===== src/rtl/icache_pkg.sv =====
// Shared geometry, field positions and FSM encoding for the direct-mapped instruction cache.
package icache_pkg;

    localparam int unsigned NUM_BLOCKS      = 8;
    localparam int unsigned WORDS_PER_BLOCK = 4;
    localparam int unsigned ADDR_BITS       = 10;
    localparam int unsigned DEF_CNT_W       = 16;

    localparam int unsigned WORD_W  = 32;
    localparam int unsigned TAG_W   = 3;
    localparam int unsigned IDX_W   = 3;
    localparam int unsigned OFF_W   = 2;
    localparam int unsigned BLOCK_W = WORDS_PER_BLOCK * WORD_W;
    localparam int unsigned REQ_W   = TAG_W + IDX_W;

    // Bit positions of the PC fields: tag = PC[9:7], index = PC[6:4], offset = PC[3:2]
    localparam int unsigned OFF_LSB = 2;
    localparam int unsigned IDX_LSB = OFF_LSB + OFF_W;
    localparam int unsigned TAG_LSB = ADDR_BITS - TAG_W;

    typedef logic [1:0] state_t;
    localparam state_t IDLE   = 2'd0;
    localparam state_t READ   = 2'd1;
    localparam state_t UPDATE = 2'd2;

    typedef struct packed {
        logic [TAG_W-1:0] tag;
        logic [IDX_W-1:0] idx;
    } req_addr_t;

endpackage


===== src/rtl/icache_line_array.sv =====
// Valid/tag/data storage for the cache lines: one write port, combinational indexed read.
module icache_line_array
    import icache_pkg::*;
(
    input  logic               CLK,
    input  logic               RESET,
    input  logic               wr_en,
    input  logic [IDX_W-1:0]   wr_idx,
    input  logic [TAG_W-1:0]   wr_tag,
    input  logic [BLOCK_W-1:0] wr_data,
    input  logic [IDX_W-1:0]   rd_idx,
    output logic               rd_valid,
    output logic [TAG_W-1:0]   rd_tag,
    output logic [BLOCK_W-1:0] rd_data
);

    logic [NUM_BLOCKS-1:0] valid_q, valid_d;
    logic [TAG_W-1:0]      tag_q  [NUM_BLOCKS];
    logic [TAG_W-1:0]      tag_d  [NUM_BLOCKS];
    logic [BLOCK_W-1:0]    data_q [NUM_BLOCKS];
    logic [BLOCK_W-1:0]    data_d [NUM_BLOCKS];

    // Reset only invalidates lines; tag and data contents are left as they are
    always_comb begin
        valid_d = valid_q;
        tag_d   = tag_q;
        data_d  = data_q;
        if (wr_en) begin
            valid_d[wr_idx] = 1'b1;
            tag_d[wr_idx]   = wr_tag;
            data_d[wr_idx]  = wr_data;
        end
        if (RESET) begin
            valid_d = '0;
        end
    end

    always_ff @(posedge CLK) begin
        valid_q <= valid_d;
        tag_q   <= tag_d;
        data_q  <= data_d;
    end

    assign rd_valid = valid_q[rd_idx];
    assign rd_tag   = tag_q[rd_idx];
    assign rd_data  = data_q[rd_idx];

endmodule


===== src/rtl/icache_controller.sv =====
// Direct-mapped instruction cache: zero-latency hit path, block refill FSM and
// saturating hit/miss performance counters.
module icache_controller
    import icache_pkg::*;
#(
    parameter int unsigned CNT_WIDTH = DEF_CNT_W
) (
    input  logic                 CLK,
    input  logic                 RESET,
    input  logic [31:0]          PC,
    output logic [31:0]          INSTRUCTION,
    output logic                 BUSYWAIT,
    output logic                 MEM_READ,
    output logic [REQ_W-1:0]     MEM_ADDRESS,
    input  logic [BLOCK_W-1:0]   MEM_READDATA,
    input  logic                 MEM_BUSYWAIT,
    output logic [CNT_WIDTH-1:0] HIT_COUNT,
    output logic [CNT_WIDTH-1:0] MISS_COUNT
);

    logic [TAG_W-1:0] pc_tag;
    logic [IDX_W-1:0] pc_idx;
    logic [OFF_W-1:0] pc_off;
    logic             pc_unused_c;

    logic               line_valid;
    logic [TAG_W-1:0]   line_tag;
    logic [BLOCK_W-1:0] line_data;
    logic [WORDS_PER_BLOCK-1:0][WORD_W-1:0] line_words;
    logic               hit_c;

    state_t                state_q, state_d;
    state_t                prev_state_q, prev_state_d;
    req_addr_t             req_addr_q, req_addr_d;
    logic [CNT_WIDTH-1:0]  hit_cnt_q, hit_cnt_d;
    logic [CNT_WIDTH-1:0]  miss_cnt_q, miss_cnt_d;
    logic                  busywait_c;
    logic                  mem_read_c;
    logic                  fill_en_c;

    assign pc_tag      = PC[TAG_LSB +: TAG_W];
    assign pc_idx      = PC[IDX_LSB +: IDX_W];
    assign pc_off      = PC[OFF_LSB +: OFF_W];
    assign pc_unused_c = ^{PC[31:ADDR_BITS], PC[OFF_LSB-1:0]};

    icache_line_array u_lines (
        .CLK      (CLK),
        .RESET    (RESET),
        .wr_en    (fill_en_c),
        .wr_idx   (req_addr_q.idx),
        .wr_tag   (req_addr_q.tag),
        .wr_data  (MEM_READDATA),
        .rd_idx   (pc_idx),
        .rd_valid (line_valid),
        .rd_tag   (line_tag),
        .rd_data  (line_data)
    );

    assign hit_c       = line_valid && (line_tag == pc_tag);
    assign line_words  = line_data;
    assign INSTRUCTION = line_words[pc_off];

    // The first READ cycle is recognised by the previous state still being IDLE;
    // a hit right after UPDATE is the tail of a miss and is not counted again.
    always_comb begin
        state_d      = state_q;
        prev_state_d = state_q;
        req_addr_d   = req_addr_q;
        hit_cnt_d    = hit_cnt_q;
        miss_cnt_d   = miss_cnt_q;
        busywait_c   = 1'b0;
        mem_read_c   = 1'b0;
        fill_en_c    = 1'b0;
        case (state_q)
            IDLE: begin
                busywait_c = !hit_c;
                if (!hit_c) begin
                    req_addr_d.tag = pc_tag;
                    req_addr_d.idx = pc_idx;
                    state_d        = READ;
                    if (miss_cnt_q != '1) miss_cnt_d = miss_cnt_q + CNT_WIDTH'(1);
                end else if (prev_state_q != UPDATE) begin
                    if (hit_cnt_q != '1) hit_cnt_d = hit_cnt_q + CNT_WIDTH'(1);
                end
            end
            READ: begin
                busywait_c = 1'b1;
                mem_read_c = 1'b1;
                if (prev_state_q == READ && !MEM_BUSYWAIT) begin
                    fill_en_c = 1'b1;
                    state_d   = UPDATE;
                end
            end
            UPDATE: begin
                busywait_c = 1'b1;
                state_d    = IDLE;
            end
            default: state_d = IDLE;
        endcase
        if (RESET) begin
            state_d      = IDLE;
            prev_state_d = IDLE;
            hit_cnt_d    = '0;
            miss_cnt_d   = '0;
            busywait_c   = 1'b0;
            mem_read_c   = 1'b0;
            fill_en_c    = 1'b0;
        end
    end

    always_ff @(posedge CLK) begin
        state_q      <= state_d;
        prev_state_q <= prev_state_d;
        req_addr_q   <= req_addr_d;
        hit_cnt_q    <= hit_cnt_d;
        miss_cnt_q   <= miss_cnt_d;
    end

    assign BUSYWAIT    = busywait_c;
    assign MEM_READ    = mem_read_c;
    assign MEM_ADDRESS = req_addr_q;
    assign HIT_COUNT   = hit_cnt_q;
    assign MISS_COUNT  = miss_cnt_q;

endmodule


===== config.mk =====
export PLATFORM = sky130hd
export DESIGN_NAME = icache_controller
export DESIGN_NICKNAME = d
export VERILOG_FILES = /design/src/rtl/icache_pkg.sv /design/src/rtl/icache_line_array.sv /design/src/rtl/icache_controller.sv
export SDC_FILE = /design/constraint.sdc
export NUM_CORES = 1
export LEC_CHECK = 0
export BUFFER_PORTS_ARGS = -buffer_cell sky130_fd_sc_hd__buf_2
export CORE_UTILIZATION = 30
export CTS_BUF_LIST = sky130_fd_sc_hd__clkbuf_16
export DETAILED_ROUTE_END_ITERATION = 6
export HOLD_SLACK_MARGIN = 0.06
export PLACE_DENSITY_LB_ADDON = 0.3
export SKIP_LAST_GASP = 1
export SLEW_MARGIN = 25
export SYNTH_ARGS = -nofsm -noshare
export SYNTH_HDL_FRONTEND = slang
export SYNTH_SLANG_ARGS = --single-unit

===== constraint.sdc =====
create_clock -name CLK -period 33.6 [get_ports CLK]
set_clock_uncertainty 0.2 [all_clocks]
set_input_delay 6.72 -clock CLK [delete_from_list [all_inputs] [get_ports CLK]]
set_output_delay 6.72 -clock CLK [all_outputs]
set_load 0.1 [all_outputs]

# [Word level (Yosys, flattened, before mapping)]
# Cells that the tools add are included.
# W data, S select, Z words.
[word_totals] mem_count=0 out_inout_bits=72 mem_bits_ro=0 ff_bits=1098 ram_bits=0 latchBits=0 elab_cells=85
[classes] multipliers=0 add_sub_neg=2 n_div=0 muxes=28 shifts=0 reduce_logical=12 magnitude_cmp=7 n_bitwise=4 n_eq_ne=9
[ops] op="$bwmux W1024" count=1
[ops] op="$bmux W128 S3" count=1
[ops] op="$demux W128 S3" count=1
[ops] op="$mux W128" count=3
[ops] op="$bmux W32 S2" count=1
[ops] op="$add A16 B1 Y16 const B" count=2
[ops] op="$mux W32" count=1
[ops] op="$ne A16 B16 Y1 const B" count=2
[ops] op="$bwmux W24" count=1
[ops] op="$bmux W3 S3" count=1
[ops] op="$demux W3 S3" count=1
[ops] op="$mux W3" count=3
[ops] op="$ge A4 B4 Y1 const B" count=2
[ops] op="$lt A3 B4 Y1 const B" count=2
[ops] op="$mux W1" count=8
[ops] op="$not A3 Y4" count=2
[ops] op="$or A8 B8 Y8" count=1
[ops] op="$ne A2 B2 Y1 const B" count=3
[ops] op="$eq A2 B1 Y1 const B" count=2
[ops] op="$logic_and A1 B1 Y1" count=4
[ops] op="$lt A4 B1 Y1 const B" count=1
[ops] op="$mux W2" count=2
[ops] op="$pmux W2 S2" count=1
[ops] op="$reduce_and A2 Y1" count=2
[ops] op="13 further kinds" count=14

# [Longest topological paths before layout]
[logic_depth] depth_word=9 ltp_mapped=10 mapped_depth_nobuf=7

# [By module]
# From an unflattened synthesis, not the netlist that was laid out.
[unflattened] cells_unflattened=1812 hier_area_um2=43041.3
[modules_own_cells] module="icache_line_array" seq_area_each_um2=31630.3 instances=1 area_per_inst_um2=40326.2 cells_per_inst=1560
[modules_own_cells] module="icache_controller" seq_area_each_um2=900.9 instances=1 area_per_inst_um2=2715.1 cells_per_inst=252

# [Least setup slack after synthesis]
# No wires, ideal clock.
[synth_path] kind="input -> register" from="input MEM_BUSYWAIT" to="register u_lines.data_q[768] in the netlist's numbering, enable pin" arrival_ns=16.506 path_stages=4 required_time_ns=32.618 setup_ns=0.782 setup_slack_ns=16.111 path_cell_list="or3b_2 > nor3b_1 > nand2_1 > nor3_1"
[synth_between] elab_chain_len=5
[synth_rtl] item="from (decl)" line_no="icache_controller.sv:16" rtl="input logic MEM_BUSYWAIT,"
[synth_rtl] item="$logic_not A1 Y1" line_no="icache_controller.sv:89" rtl="if (prev_state_q == READ && !MEM_BUSYWAIT) begin"
[synth_rtl] item="$logic_and A1 B1 Y1" line_no="icache_controller.sv:89"
[synth_rtl] item="$mux W1" line_no="icache_controller.sv:89"
[synth_rtl] item="$mux W1" line_no="icache_controller.sv:74" rtl="case (state_q)"
[synth_rtl] item="$mux W1" line_no="icache_controller.sv:100" rtl="if (RESET) begin"
[synth_rtl] item="to (signal assigned)" line_no="icache_line_array.sv:41" rtl="data_q <= data_d;"
[synth_rtl] item="to (decl)" line_no="icache_line_array.sv:20" rtl="logic [BLOCK_W-1:0] data_q [NUM_BLOCKS];"
# No other way between the ends.
# A chain may end at the register's enable or synchronous reset.

# [Worst setup path in the final report]
[layout_path] from="input PC[4]" to="output INSTRUCTION[21]"
[layout_between] elab_chain_len=6
[layout_rtl] item="from (decl)" line_no="icache_controller.sv:10" rtl="input logic [31:0] PC,"
[layout_rtl] item="$not A3 Y4 (not written as such)" line_no="icache_line_array.sv:46" rtl="assign rd_data = data_q[rd_idx];"
[layout_rtl] item="$bmux W128 S3" line_no="icache_line_array.sv:46"
[layout_rtl] item="$mux W128 (not written as such) (2 in a row)" line_no="icache_line_array.sv:46"
[layout_rtl] item="$bmux W32 S2" line_no="icache_controller.sv:61" rtl="assign INSTRUCTION = line_words[pc_off];"
[layout_rtl] item="$mux W32 (not written as such)" line_no="icache_controller.sv:61"
[layout_rtl] item="to (decl)" line_no="icache_controller.sv:11" rtl="output logic [31:0] INSTRUCTION,"
# No other way between the ends. The select of a mux whose other input is x is not followed.

==> key figures <==
Run status
  – Status: finished clean

Yosys
  – Synthesized area per cell: 23.6 sq um
  – Xor/xnor share of the synthesized area: 0.0416%
  – Ys async rst share: 0%
  – Synth top area cells: edfxtp_1 75%, mux4_2 17%, dfxtp_1 2.1%
  – Largest family of logic cells by synthesized area: multiplexers
  – EDFF count, synth: 1,054
  – Multiplexer share of the synthesized area: 18.9%
  – Commonest cells in the synthesized netlist: 1,054 x edfxtp_1, 324 x mux4_2, 44 x dfxtp_1, 44 x mux2_2, 42 x clkbuf_1
  – Synth Area in Compound Gates: 0.748%
  – Flops & latches, synth: 1,098
  – YS warnings: 0
  – Register area share after synthesis: 77.2%
  – Post-Synth Adder-Cell Area: 0.208%
  – Top cell type's share of synthesized area: 75.1%
  – Cells after Synth: 1,782
  – Distinct cells, synth: 42
  – Dominant cell by count in the synthesized netlist: edfxtp_1
  – Synth Net Count: 1,952
  – Top FF cell, synth: edfxtp_1
  – Synth area leader: edfxtp_1
  – Mapped cell area: 42,100 sq um
  – Post-synthesis simple-gate area fraction: 1.90%

Worst setup path
  – CP max FO: 44
  – Required @ worst endpoint: 26.68 ns
  – Max stage delay on crit path: 0.83 ns
  – Critical Path Sink Type: output pin
  – Arr. time, crit path: 11.17 ns
  – CP max-delay cell: buf_4
  – Worst Setup SP: PC[4]
  – CP Class: primary input to output pin
  – Most Frequent Cell on Critical Path: buf_4
  – Worst reg2reg path startpoint: prev_state_q[0]$_SDFF_PP0_
  – Crit-path cells: buf_8 -> buf_4 -> buf_4 -> buf_4 -> mux4_2 -> mux4_2 -> mux2_2 -> buf_2
  – CP top delay family: buffers and inverters
  – CP bufs+invs: 5
  – Kind of start point of the critical path: primary input
  – R2R setup slack: 29.51 ns

Timing
  – Least-Margin Pin Slew: 1.06 ns
  – Final setup violation count: 0
  – Final Hold Vio Count: 0
  – Min cycle time layout: 18.09 ns
  – RSZ-0062 raised after global routing: no
  – Final period utilization: 53.8%
  – Fmax: 0.0553 GHz
  – WHS: 0.272 ns
  – Final slew viol count: 0
  – Slew headroom: 29.6%
  – Final WS setup: 15.51 ns
  – Setup TNS Final: 0 ns

Floorplan
  – # rows: 137
  – Die H: 377 microns
  – Die ar.: 142,000 sq um
  – # IOs: 235
  – Core footprint: 139,000 sq um
  – Die W: 377 microns
  – Starting Density: 30.2%

Clock network
  – Clk sink count: 1,098
  – CTS tree: yes
  – H-tree depth: 3
  – CTS Buf Count: 116
  – Clock transition at the registers of the reported paths: 0.05 ns
  – Postcts setup bufs: 0
  – Hold Buf Count CTS: 0
  – Clock root buffer: clkbuf_16
  – Bufs on Longest Clock Path: 3
  – Post-CTS sizing: 0
  – Skew-Pair Late Insertion Delay: 0.71 ns

Final layout
  – Syn-to-layout area delta: 17.0%
  – Share of cells above drive strength 1: 36.9%
  – Total Nets Final: 2,222

Global routing
  – Vias in the first global route: 21,000
  – Grt ovf: 0
  – Total track usage: 14.0%
  – First-pass GRT wire length: 144,000 microns
  – Largest net degree at the start of global routing: 98
  – Antenna violations before repair: 52

Power and ir drop
  – Pwr dens: 60.9 nW/um^2
  – P_leak: 15.5 nW
  – Overall power: 0.00300 W
  – Maximum vdd drop: 0.0000450 V

Placed design
  – Post-Place Worst Slack: 14.77 ns
  – DP Wirelength: 54,900 microns
  – Routability Congestion: 0.743
  – Port bufs: 210

Route
  – Starting DRT DRC Count: 1,337
  – Wire per inst: 24.6 microns
  – Post-route antenna net violation count: 0
  – Via Count: 19,300
  – WL final: 99,100 microns
  – Number of vias per cell: 4.80
  – Router iterations before antenna repair: 7
  – DRC: 0

Flow run
  – # Max-Cap Violations: 0

Worst hold path
  – Hold path startpoint: u_lines.valid_q[5]$_SDFFE_PP0P_
  – Worst Hold Class: register to register
==> cells by family (layout without fill, tap and decap cells) <==
| family | after synthesis | count (layout) |
|---|---|---|
| adder cells (fa/ha/maj) | 7 | 7 |
| AND/OR/NAND/NOR | 145 | 145 |
| AO/OA/AOI/OAI | 49 | 49 |
| XOR/XNOR | 2 | 2 |
| buffers and inverters | 98 | 462 |
| other | 0 | 5 |
| multiplexers | 383 | 383 |
| flip-flops | 1098 | 1098 |
==> worst paths after layout <==
path	endpoint	cells past startpoint
setup / recovery	INSTRUCTION[21]	8
hold reg to reg	u_lines.valid_q[5]$_SDFFE_PP0P_	2
hold / removal	u_lines.valid_q[5]$_SDFFE_PP0P_	2
setup reg to reg	u_lines.data_q[148]$_DFFE_PP_	6
==> worst min-delay path, delay by kind of cell (launching register included) <==
kind	cells	cell delay (ns)
flip-flops	1	0.32
AND/OR/NAND/NOR	2	0.12
==> state kept, by name, summed over array words and instances, names as in the netlist <==
name	flops
HIT_COUNT	16
MEM_ADDRESS	6
MISS_COUNT	16
prev_state_q	2
state_q	2
u_lines.data_q	1024
u_lines.tag_q	24
u_lines.valid_q	8
==> power by group <==
part / total [W] / leakage [nW] / internal (W) / switching (W)
combinational: 0.000230 / 3.78 / 0.0000678 / 0.000162
clock: 0.00125 / 1.89 / 0.000718 / 0.000530
sequential: 0.00152 / 9.83 / 0.00151 / 0.00000908
==> metrics by stage <==
stage / instances / area, sq um / utilization [%]
floorplan: 1782 / 42100 / -
global placement: 3809 / 45500 / 32.6
detailed placement: 3809 / 45500 / 32.6
CTS: 4021 / 49300 / 35.3
global route: 4026 / 49300 / 35.4
finish: 4027 / 49300 / 35.4
==> area by class of cell <==
class                      count  area (sq um)
fill                       12800         90100
sequential                  1098         32500
timing repair buffer         245          1390
multi-input combinational    586          9230
inverter                       5          18.8
clock inverter                95           843
tap                         1876          2350
antenna                        5          12.5
clock buffer                 117          2930
==> metal layers <==
metal  vias up  part of all wire [%]  GRT usage [%]
li1       8227                     -              -
met1     10300                    38           16.6
met2       541                    51           24.0
met3       222                   8.1           5.06
met4        50                   2.3           3.78
met5         -                  0.32              0
==> placed cells by master, fill, tap and decap left out, types with 6 or more instances in the layout <==
cell type   instances
a21oi_1            20
and3_1              7
buf_2             205
buf_4              34
bufinv_16          11
clkbuf_16         117
clkinv_1           27
clkinv_2           16
clkinvlp_4         10
dfxtp_1            44
edfxtp_1         1054
ha_1                7
inv_1              26
mux2_2             44
mux2i_1            13
mux4_2            324
nand2_1            14
nand3_1            12
nand4_1             8
nor2_1             32
nor2_4              6
nor2b_1            15
nor3_1              6
o21ai_0             7
o31ai_1            12
or3_1               7
or4_1              12
No activity file was read; power rests on OpenSTA's default activity.
